File: src/rtl/enemy_motion_if.sv
// Signal bundle between the entity interface/renderer and one enemy_motion engine.
// The master drives frame strobes, direction and spawn/hit requests; the slave returns position and status.
interface enemy_motion_if;
   logic       frame_tick;
   logic [1:0] dir;
   logic       spawn;
   logic [9:0] spawn_x;
   logic [9:0] spawn_y;
   logic       hit;
   logic [9:0] pos_x;
   logic [9:0] pos_y;
   logic       active;
   logic       dying;
   logic       blocked;

   modport master (
      output frame_tick, dir, spawn, spawn_x, spawn_y, hit,
      input  pos_x, pos_y, active, dying, blocked
   );

   modport slave (
      input  frame_tick, dir, spawn, spawn_x, spawn_y, hit,
      output pos_x, pos_y, active, dying, blocked
   );
endinterface

File: src/rtl/enemy_motion.sv
// Per-enemy movement engine: frame-paced stepping, playfield clamping, wall pause and death sequence.
// Optional feature macro: ENEMY_HP_EN (multi-hit enemies with a 2-bit hit-point register).
module enemy_motion #(
   parameter int STEP         = 2,
   parameter int MOVE_DIV     = 2,
   parameter int X_MIN        = 16,
   parameter int X_MAX        = 608,
   parameter int Y_MIN        = 16,
   parameter int Y_MAX        = 448,
   parameter int PAUSE_FRAMES = 30,
   parameter int DEATH_FRAMES = 20,
   parameter int HP_INIT      = 3
) (
   input logic           clk,
   input logic           reset,
   enemy_motion_if.slave bus
);

   typedef enum logic [1:0] {IDLE, MOVE, BLOCKED, DYING} state_t;

   localparam int DIV_W   = $clog2(MOVE_DIV + 1);
   localparam int PAUSE_W = $clog2(PAUSE_FRAMES + 1);
   localparam int DEATH_W = $clog2(DEATH_FRAMES + 1);

   localparam logic signed [10:0] STEP_S = 11'(STEP);
   localparam logic signed [10:0] X_LO   = 11'(X_MIN);
   localparam logic signed [10:0] X_HI   = 11'(X_MAX);
   localparam logic signed [10:0] Y_LO   = 11'(Y_MIN);
   localparam logic signed [10:0] Y_HI   = 11'(Y_MAX);

   state_t               state, state_next;
   logic [DIV_W-1:0]     div_cnt, div_next;
   logic [PAUSE_W-1:0]   pause_cnt, pause_next;
   logic [DEATH_W-1:0]   death_cnt, death_next;
   logic [9:0]           pos_x, pos_y, x_next, y_next;
   logic                 active_q, dying_q, blocked_q;
   logic                 active_next, dying_next, blocked_next;
   logic                 hit_kill, hit_absorb;

   // Candidate step on the axis selected by dir; dir[1] picks X, dir[0] picks the positive direction.
   logic                 on_x;
   logic signed [10:0]   cur, cand, lo, hi, landed;
   logic                 wall;
   logic [9:0]           spawn_cx, spawn_cy;

   always_comb begin
      on_x   = bus.dir[1];
      cur    = on_x ? signed'({1'b0, pos_x}) : signed'({1'b0, pos_y});
      lo     = on_x ? X_LO : Y_LO;
      hi     = on_x ? X_HI : Y_HI;
      cand   = bus.dir[0] ? cur + STEP_S : cur - STEP_S;
      wall   = (cand < lo) || (cand > hi);
      landed = (cand < lo) ? lo : ((cand > hi) ? hi : cand);
   end

   always_comb begin
      spawn_cx = (bus.spawn_x < 10'(X_MIN)) ? 10'(X_MIN) :
                 (bus.spawn_x > 10'(X_MAX)) ? 10'(X_MAX) : bus.spawn_x;
      spawn_cy = (bus.spawn_y < 10'(Y_MIN)) ? 10'(Y_MIN) :
                 (bus.spawn_y > 10'(Y_MAX)) ? 10'(Y_MAX) : bus.spawn_y;
   end

`ifdef ENEMY_HP_EN
   logic [1:0] hp;

   always_ff @(posedge clk or posedge reset) begin
      if (reset)
         hp <= 2'd0;
      else if (state == IDLE && bus.spawn)
         hp <= 2'(HP_INIT);
      else if ((state == MOVE || state == BLOCKED) && bus.hit && hp != 2'd0)
         hp <= hp - 2'd1;
   end

   assign hit_kill   = bus.hit && (hp <= 2'd1);
   assign hit_absorb = bus.hit && (hp > 2'd1);
`else
   assign hit_kill   = bus.hit;
   assign hit_absorb = 1'b0;
`endif

   // State register: FSM state, counters, position and registered outputs.
   always_ff @(posedge clk or posedge reset) begin
      if (reset) begin
         state     <= IDLE;
         div_cnt   <= '0;
         pause_cnt <= '0;
         death_cnt <= '0;
         pos_x     <= '0;
         pos_y     <= '0;
         active_q  <= 1'b0;
         dying_q   <= 1'b0;
         blocked_q <= 1'b0;
      end else begin
         // NOTE: non-blocking so every register samples pre-edge values, independent of statement order.
         state     <= state_next;
         div_cnt   <= div_next;
         pause_cnt <= pause_next;
         death_cnt <= death_next;
         pos_x     <= x_next;
         pos_y     <= y_next;
         active_q  <= active_next;
         dying_q   <= dying_next;
         blocked_q <= blocked_next;
      end
   end

   // Next-state logic; a hit outranks a same-cycle frame_tick.
   always_comb begin
      // NOTE: every target gets a hold default first so no path can infer a latch.
      state_next   = state;
      div_next     = div_cnt;
      pause_next   = pause_cnt;
      death_next   = death_cnt;
      x_next       = pos_x;
      y_next       = pos_y;
      blocked_next = 1'b0;
      unique case (state)
         IDLE: begin
            if (bus.spawn) begin
               x_next     = spawn_cx;
               y_next     = spawn_cy;
               div_next   = '0;
               state_next = MOVE;
            end
         end
         MOVE, BLOCKED: begin
            if (hit_kill) begin
               death_next = '0;
               state_next = DYING;
            end else if (hit_absorb) begin
               state_next = state;
            end else if (bus.frame_tick) begin
               if (state == MOVE) begin
                  if (div_cnt == DIV_W'(MOVE_DIV - 1)) begin
                     div_next = '0;
                     if (on_x) x_next = landed[9:0];
                     else      y_next = landed[9:0];
                     if (wall) begin
                        blocked_next = 1'b1;
                        pause_next   = '0;
                        state_next   = BLOCKED;
                     end
                  end else begin
                     div_next = div_cnt + 1'b1;
                  end
               end else if (pause_cnt == PAUSE_W'(PAUSE_FRAMES - 1)) begin
                  div_next   = '0;
                  state_next = MOVE;
               end else begin
                  pause_next = pause_cnt + 1'b1;
               end
            end
         end
         DYING: begin
            if (bus.frame_tick) begin
               if (death_cnt == DEATH_W'(DEATH_FRAMES - 1))
                  state_next = IDLE;
               else
                  death_next = death_cnt + 1'b1;
            end
         end
      endcase
   end

   // Output logic, decoded from the next state so the registered flags align with it.
   always_comb begin
      active_next = (state_next != IDLE);
      dying_next  = (state_next == DYING);
   end

   assign bus.pos_x   = pos_x;
   assign bus.pos_y   = pos_y;
   assign bus.active  = active_q;
   assign bus.dying   = dying_q;
   assign bus.blocked = blocked_q;

endmodule

File: src/flat_wrapper.sv
// flat-port wrapper written by rule: the top's interface ports become plain ports
module enemy_motion_flat 
#(
   parameter int STEP         = 2,
   parameter int MOVE_DIV     = 2,
   parameter int X_MIN        = 16,
   parameter int X_MAX        = 608,
   parameter int Y_MIN        = 16,
   parameter int Y_MAX        = 448,
   parameter int PAUSE_FRAMES = 30,
   parameter int DEATH_FRAMES = 20,
   parameter int HP_INIT      = 3
)
  (clk, reset, bus_frame_tick, bus_dir, bus_spawn, bus_spawn_x, bus_spawn_y, bus_hit, bus_pos_x, bus_pos_y, bus_active, bus_dying, bus_blocked);
  enemy_motion_if bus_i ();
  input logic clk;
  input logic reset;
  input wire logic [$bits(bus_i.frame_tick)-1:0] bus_frame_tick;
  input wire logic [$bits(bus_i.dir)-1:0] bus_dir;
  input wire logic [$bits(bus_i.spawn)-1:0] bus_spawn;
  input wire logic [$bits(bus_i.spawn_x)-1:0] bus_spawn_x;
  input wire logic [$bits(bus_i.spawn_y)-1:0] bus_spawn_y;
  input wire logic [$bits(bus_i.hit)-1:0] bus_hit;
  output wire logic [$bits(bus_i.pos_x)-1:0] bus_pos_x;
  output wire logic [$bits(bus_i.pos_y)-1:0] bus_pos_y;
  output wire logic [$bits(bus_i.active)-1:0] bus_active;
  output wire logic [$bits(bus_i.dying)-1:0] bus_dying;
  output wire logic [$bits(bus_i.blocked)-1:0] bus_blocked;
  assign bus_i.frame_tick = bus_frame_tick;
  assign bus_i.dir = bus_dir;
  assign bus_i.spawn = bus_spawn;
  assign bus_i.spawn_x = bus_spawn_x;
  assign bus_i.spawn_y = bus_spawn_y;
  assign bus_i.hit = bus_hit;
  assign bus_pos_x = bus_i.pos_x;
  assign bus_pos_y = bus_i.pos_y;
  assign bus_active = bus_i.active;
  assign bus_dying = bus_i.dying;
  assign bus_blocked = bus_i.blocked;
  enemy_motion #(.STEP(STEP), .MOVE_DIV(MOVE_DIV), .X_MIN(X_MIN), .X_MAX(X_MAX), .Y_MIN(Y_MIN), .Y_MAX(Y_MAX), .PAUSE_FRAMES(PAUSE_FRAMES), .DEATH_FRAMES(DEATH_FRAMES), .HP_INIT(HP_INIT)) u_core (.clk(clk), .reset(reset), .bus(bus_i));
endmodule
File: config.mk
export PLATFORM = sky130hd
export DESIGN_NAME = enemy_motion_flat
export DESIGN_NICKNAME = d
export VERILOG_FILES = /design/src/rtl/enemy_motion_if.sv /design/src/rtl/enemy_motion.sv /design/src/flat_wrapper.sv
export SDC_FILE = /design/constraint.sdc
export NUM_CORES = 1
export LEC_CHECK = 0
export ABC_AREA = 1
export BUFFER_PORTS_ARGS = -buffer_cell sky130_fd_sc_hd__buf_2
export CAP_MARGIN = 20
export CORE_MARGIN = 2
export CORE_UTILIZATION = 57
export CTS_BUF_LIST = sky130_fd_sc_hd__clkbuf_4 sky130_fd_sc_hd__clkbuf_8 sky130_fd_sc_hd__clkbuf_16
export CTS_CLUSTER_DIAMETER = 150
export DETAILED_ROUTE_END_ITERATION = 16
export PLACE_DENSITY = 0.81
export REMOVE_ABC_BUFFERS = 1
export SLEW_MARGIN = 10
export SYNTH_ARGS = -nofsm -noshare
export SYNTH_HDL_FRONTEND = slang
export SYNTH_SLANG_ARGS = --single-unit
File: constraint.sdc
create_clock -name clk -period 3.9 [get_ports clk]
set_clock_uncertainty 0.2 [all_clocks]
set_input_delay 0.78 -clock clk [delete_from_list [all_inputs] [get_ports clk]]
set_output_delay 0.78 -clock clk [all_outputs]
set_load 0.02 [all_outputs]
==> run summary <==
The run finished with clean final reports. The number of antenna violations at the first check in global routing is 0. The number of vias after detailed routing came out at 3148. The startpoint-to-endpoint class of the critical path is input port to flip-flop. The pin count of the biggest net entering global routing is 38.

The number of placed I/O pins is 50. In this run the critical register-to-register path is launched from u_core.bus.pos_y[7]. The number of enable flip-flop cells after synthesis is 0. The worst hold path startpoint is u_core.death_cnt[1]. The largest single stage delay on the critical path is 0.27 ns. The final RePlAce weighted congestion is 1.04. The final count of pins violating max slew came out at 0.

The area growth from synthesis to final layout came out at 25.3%. The count of final hold-check violations was 0. STA classifies the critical path endpoint as a flip-flop. The worst-skew pair later-pin latency is 0.29 ns. The register-to-register path setup slack is 0.54 ns.

The final period demand of the worst path is 3.70 ns. The data required time at the worst endpoint is 3.87 ns. The number of buffers created by CTS came out at 5. The instance count along the most critical hold path came out at 2. The remaining antenna violation count is 0. The top-area cell type share of the netlist area is 31.5%. For hold timing, the worst endpoint is u_core.death_cnt[1].

The data arrival at the endpoint of the critical path is 3.67 ns. The floorplan core area is 0.00504 mm². The fraction of registers with async set/reset came out at between 90% and 100%.

The remaining routing DRC violations is 0. Summed over all instances, the cell type with the most area after synthesis is dfrtp_1. The relative slew slack is 60.7%. The count of placed standard cells including taps is 565.

The most instantiated flip-flop cell in the synthesis netlist is dfrtp_1. The fraction of the cycle the final worst path needs is 94.8%. From left edge to right edge, the die measures 75.8 µm. The maximum fanout encountered on the critical timing path came out at 5. The sum of overflow across all layers after global routing came out at 0.

The wire length per cell came out at 14.4 µm. In this run the critical register-to-register path is captured at u_core.bus.active. The Yosys warning count is 0. The slowest stage of the critical path is the ha_1 cell.

The non-filler instance count after layout came out at 576. The floorplan has 26 rows. The number of detailed-route iterations in the first pass came out at 5. Power spread over the standard cell area amounts to between 800 and 900 mW/mm². The number of global-route vias before repair came out at 2974. The most instantiated library cell after synthesis is nand2_1. The post-synthesis average cell area is 7.04 µm². The deepest clock path buffer count is 2. The sequential share of the synthesized area is 31.5%.

For the final routed database, the setup TNS stands at 0 ns. The number of hold buffers added after CTS came out at 0. The number of cells on the worst reg-to-reg path came out at 26. Counting instances in the post-synthesis netlist gives the leading cell types as nand2_1, inv_1, nor2_1. The wire length of the first global-routing pass came out at ~13000 µm. For the pin with the worst max-slew slack, the measured transition is 0.585 ns.

Derived from the worst setup path, the maximum achievable clock frequency is 271 MHz. TritonCTS built the clock tree. The combined area of all synthesized cells is 0.00294 mm². The number of port buffers is 49. The number of max-capacitance violations reported is 0.

The count of final setup violators is 0. The CTS H-tree depth came out at 2. STA classifies the critical path startpoint as an input port. The tree built by TritonCTS fans out to 37 sinks. In the global route stage, overall resource usage came out at 29.7%. The via-per-instance ratio is between 5 and 6. After clock tree synthesis, the clock-pin slew on the worst setup and hold paths is 0.07 ns. The antenna cell count came out at 0. The number of DRC markers after the initial detailed-route iteration is between 200 and 250.

The worst hold slack is ~0.32 ns. The initial cell density of the core came out at 58.2%. In the post-synthesis netlist, the biggest area contributors are dfrtp_1, nand2_1, ha_1. The worst-case IR drop observed on VDD is 0.567 mV.

The cell at the root of the clock tree is clkbuf_8. The min-delay analysis places its worst path in the category flip-flop to flip-flop. The number of register bits inferred by synthesis is 37. The number of nets at the end of the flow is ~550.

The synthesized netlist cell count is 417. The cell type with the highest occurrence count on the critical path is nand2_1. The number of different library cells in the post-synthesis netlist came out at 45. Summed over all cells, the static leakage comes to 1.95 nW.

The half-perimeter wire length after detailed placement came out at roughly 6400 µm. The die covers about 0.0057 mm². The overall die height is 75.8 µm. After detailed routing, the total wire length is 8300 µm. The share of post-route cells with drive strength above 1 came out at 26.5%.
layout make-up:
type / count / area, µm²
Multi-Input combinational cell: 307 / 1770
Timing Repair Buffer: 88 / 551
Inverter: 65 / 253
Timing Repair inverter: 1 / 7.51
Clock buffer: 6 / 76.3
Sequential cell: 37 / 926
Fill cell: 407 / 1360
Tap cell: 70 / 87.6
Clock inverter: 2 / 10.0
routing by layer:
| layer | track usage (%) | part of all wire [%] | up-vias |
|---|---|---|---|
| met4 | 8.19 | 1.9 | 0 |
| met2 | 52.5 | 50 | 112 |
| met3 | 4.63 | 5.4 | 18 |
| met1 | 37.6 | 42 | 1483 |
| li1 | - | - | 1535 |
| met5 | 0 | 0 | - |
cells in the final DEF, fill, tap and decap left out, types with 6 or more instances in the layout:
cell type	netlist	layout
o21ai_0	12	10
a21oi_1	18	17
nand4_1	8	8
nand3_1	30	30
buf_4	1	39
a31oi_1	10	10
o21ai_1	4	6
buf_2	1	47
nor3_1	9	8
dfrtp_1	37	37
nand2_2	8	10
nand2_1	106	104
inv_1	61	59
ha_1	21	17
nor2_1	40	40
state kept, by name, indices dropped and copies added, names as in the netlist:
name,count
u_core.div_cnt,2
u_core.bus.pos_x,10
u_core.bus.blocked,1
u_core.state,2
u_core.pause_cnt,5
u_core.bus.active,1
u_core.death_cnt,5
u_core.bus.dying,1
u_core.bus.pos_y,10
timing repair:
action                                  4_1_cts  5_1_grt
hold endpoints to repair                      0        0
endpoints found under the setup margin        0       24
setup buffers                                 0        2
gates resized for setup                       0       19
logic make-up after synthesis:
kind of cell             Yosys count  share of synthesized area, %
flip-flops                        37                          31.5
AO/OA/AOI/OAI                     64                          13.4
buffers and inverters             73                          10.2
AND/OR/NAND/NOR                  215                          33.1
XOR/XNOR                           5                          1.75
multiplexers                       1                         0.341
adder cells (fa/ha/maj)           22                          9.63
where the power goes:
| group | internal [mW] | switching [mW] | leakage, nW | total [mW] |
|---|---|---|---|---|
| combinational | 0.863 | 1.40 | 1.45 | 2.26 |
| clock | 0.131 | 0.136 | 0.0484 | 0.267 |
| sequential | 0.549 | 0.134 | 0.457 | 0.683 |
| total | 1.54 | 1.67 | 1.95 | 3.21 |
metrics by stage:
| stage | power [mW] | setup WS, ns | util (%) | instance area [µm²] |
|---|---|---|---|---|
| after floorplan | 2.10 | 0.216 | - | 2890 |
| after global placement | 2.77 | -0.0766 | 69.4 | 3500 |
| after detailed placement | 2.84 | -0.181 | 69.4 | 3500 |
| after CTS | 3.12 | 0.101 | 71.1 | 3580 |
| after global routing | 3.47 | -0.00485 | 73.0 | 3680 |
| final | 3.21 | 0.204 | 73.0 | 3680 |
worst max path at each step:
| stage | startpoint | to | slack (ns) |
|---|---|---|---|
| 6_report | bus_dir[0] | u_core.bus.active | 0.20 |
| 5_1_grt | bus_dir[0] | u_core.bus.active | -0.005 |
| 4_1_cts | bus_dir[1] | u_core.bus.active | 0.10 |
| 3_5_place_dp | bus_dir[1] | u_core.bus.active | -0.18 |
| 3_3_place_gp | bus_dir[1] | u_core.bus.active | -0.08 |
| 2_1_floorplan | bus_dir[0] | u_core.bus.active | 0.22 |
worst max-delay path: cells and delay by family:
family | cells | cell delay [ns]
and+or+nand+nor | 21 | 1.65
adders and majority gates | 2 | 0.54
buffers and inverters | 6 | 0.66
No activity file was read; power rests on OpenSTA's default activity.
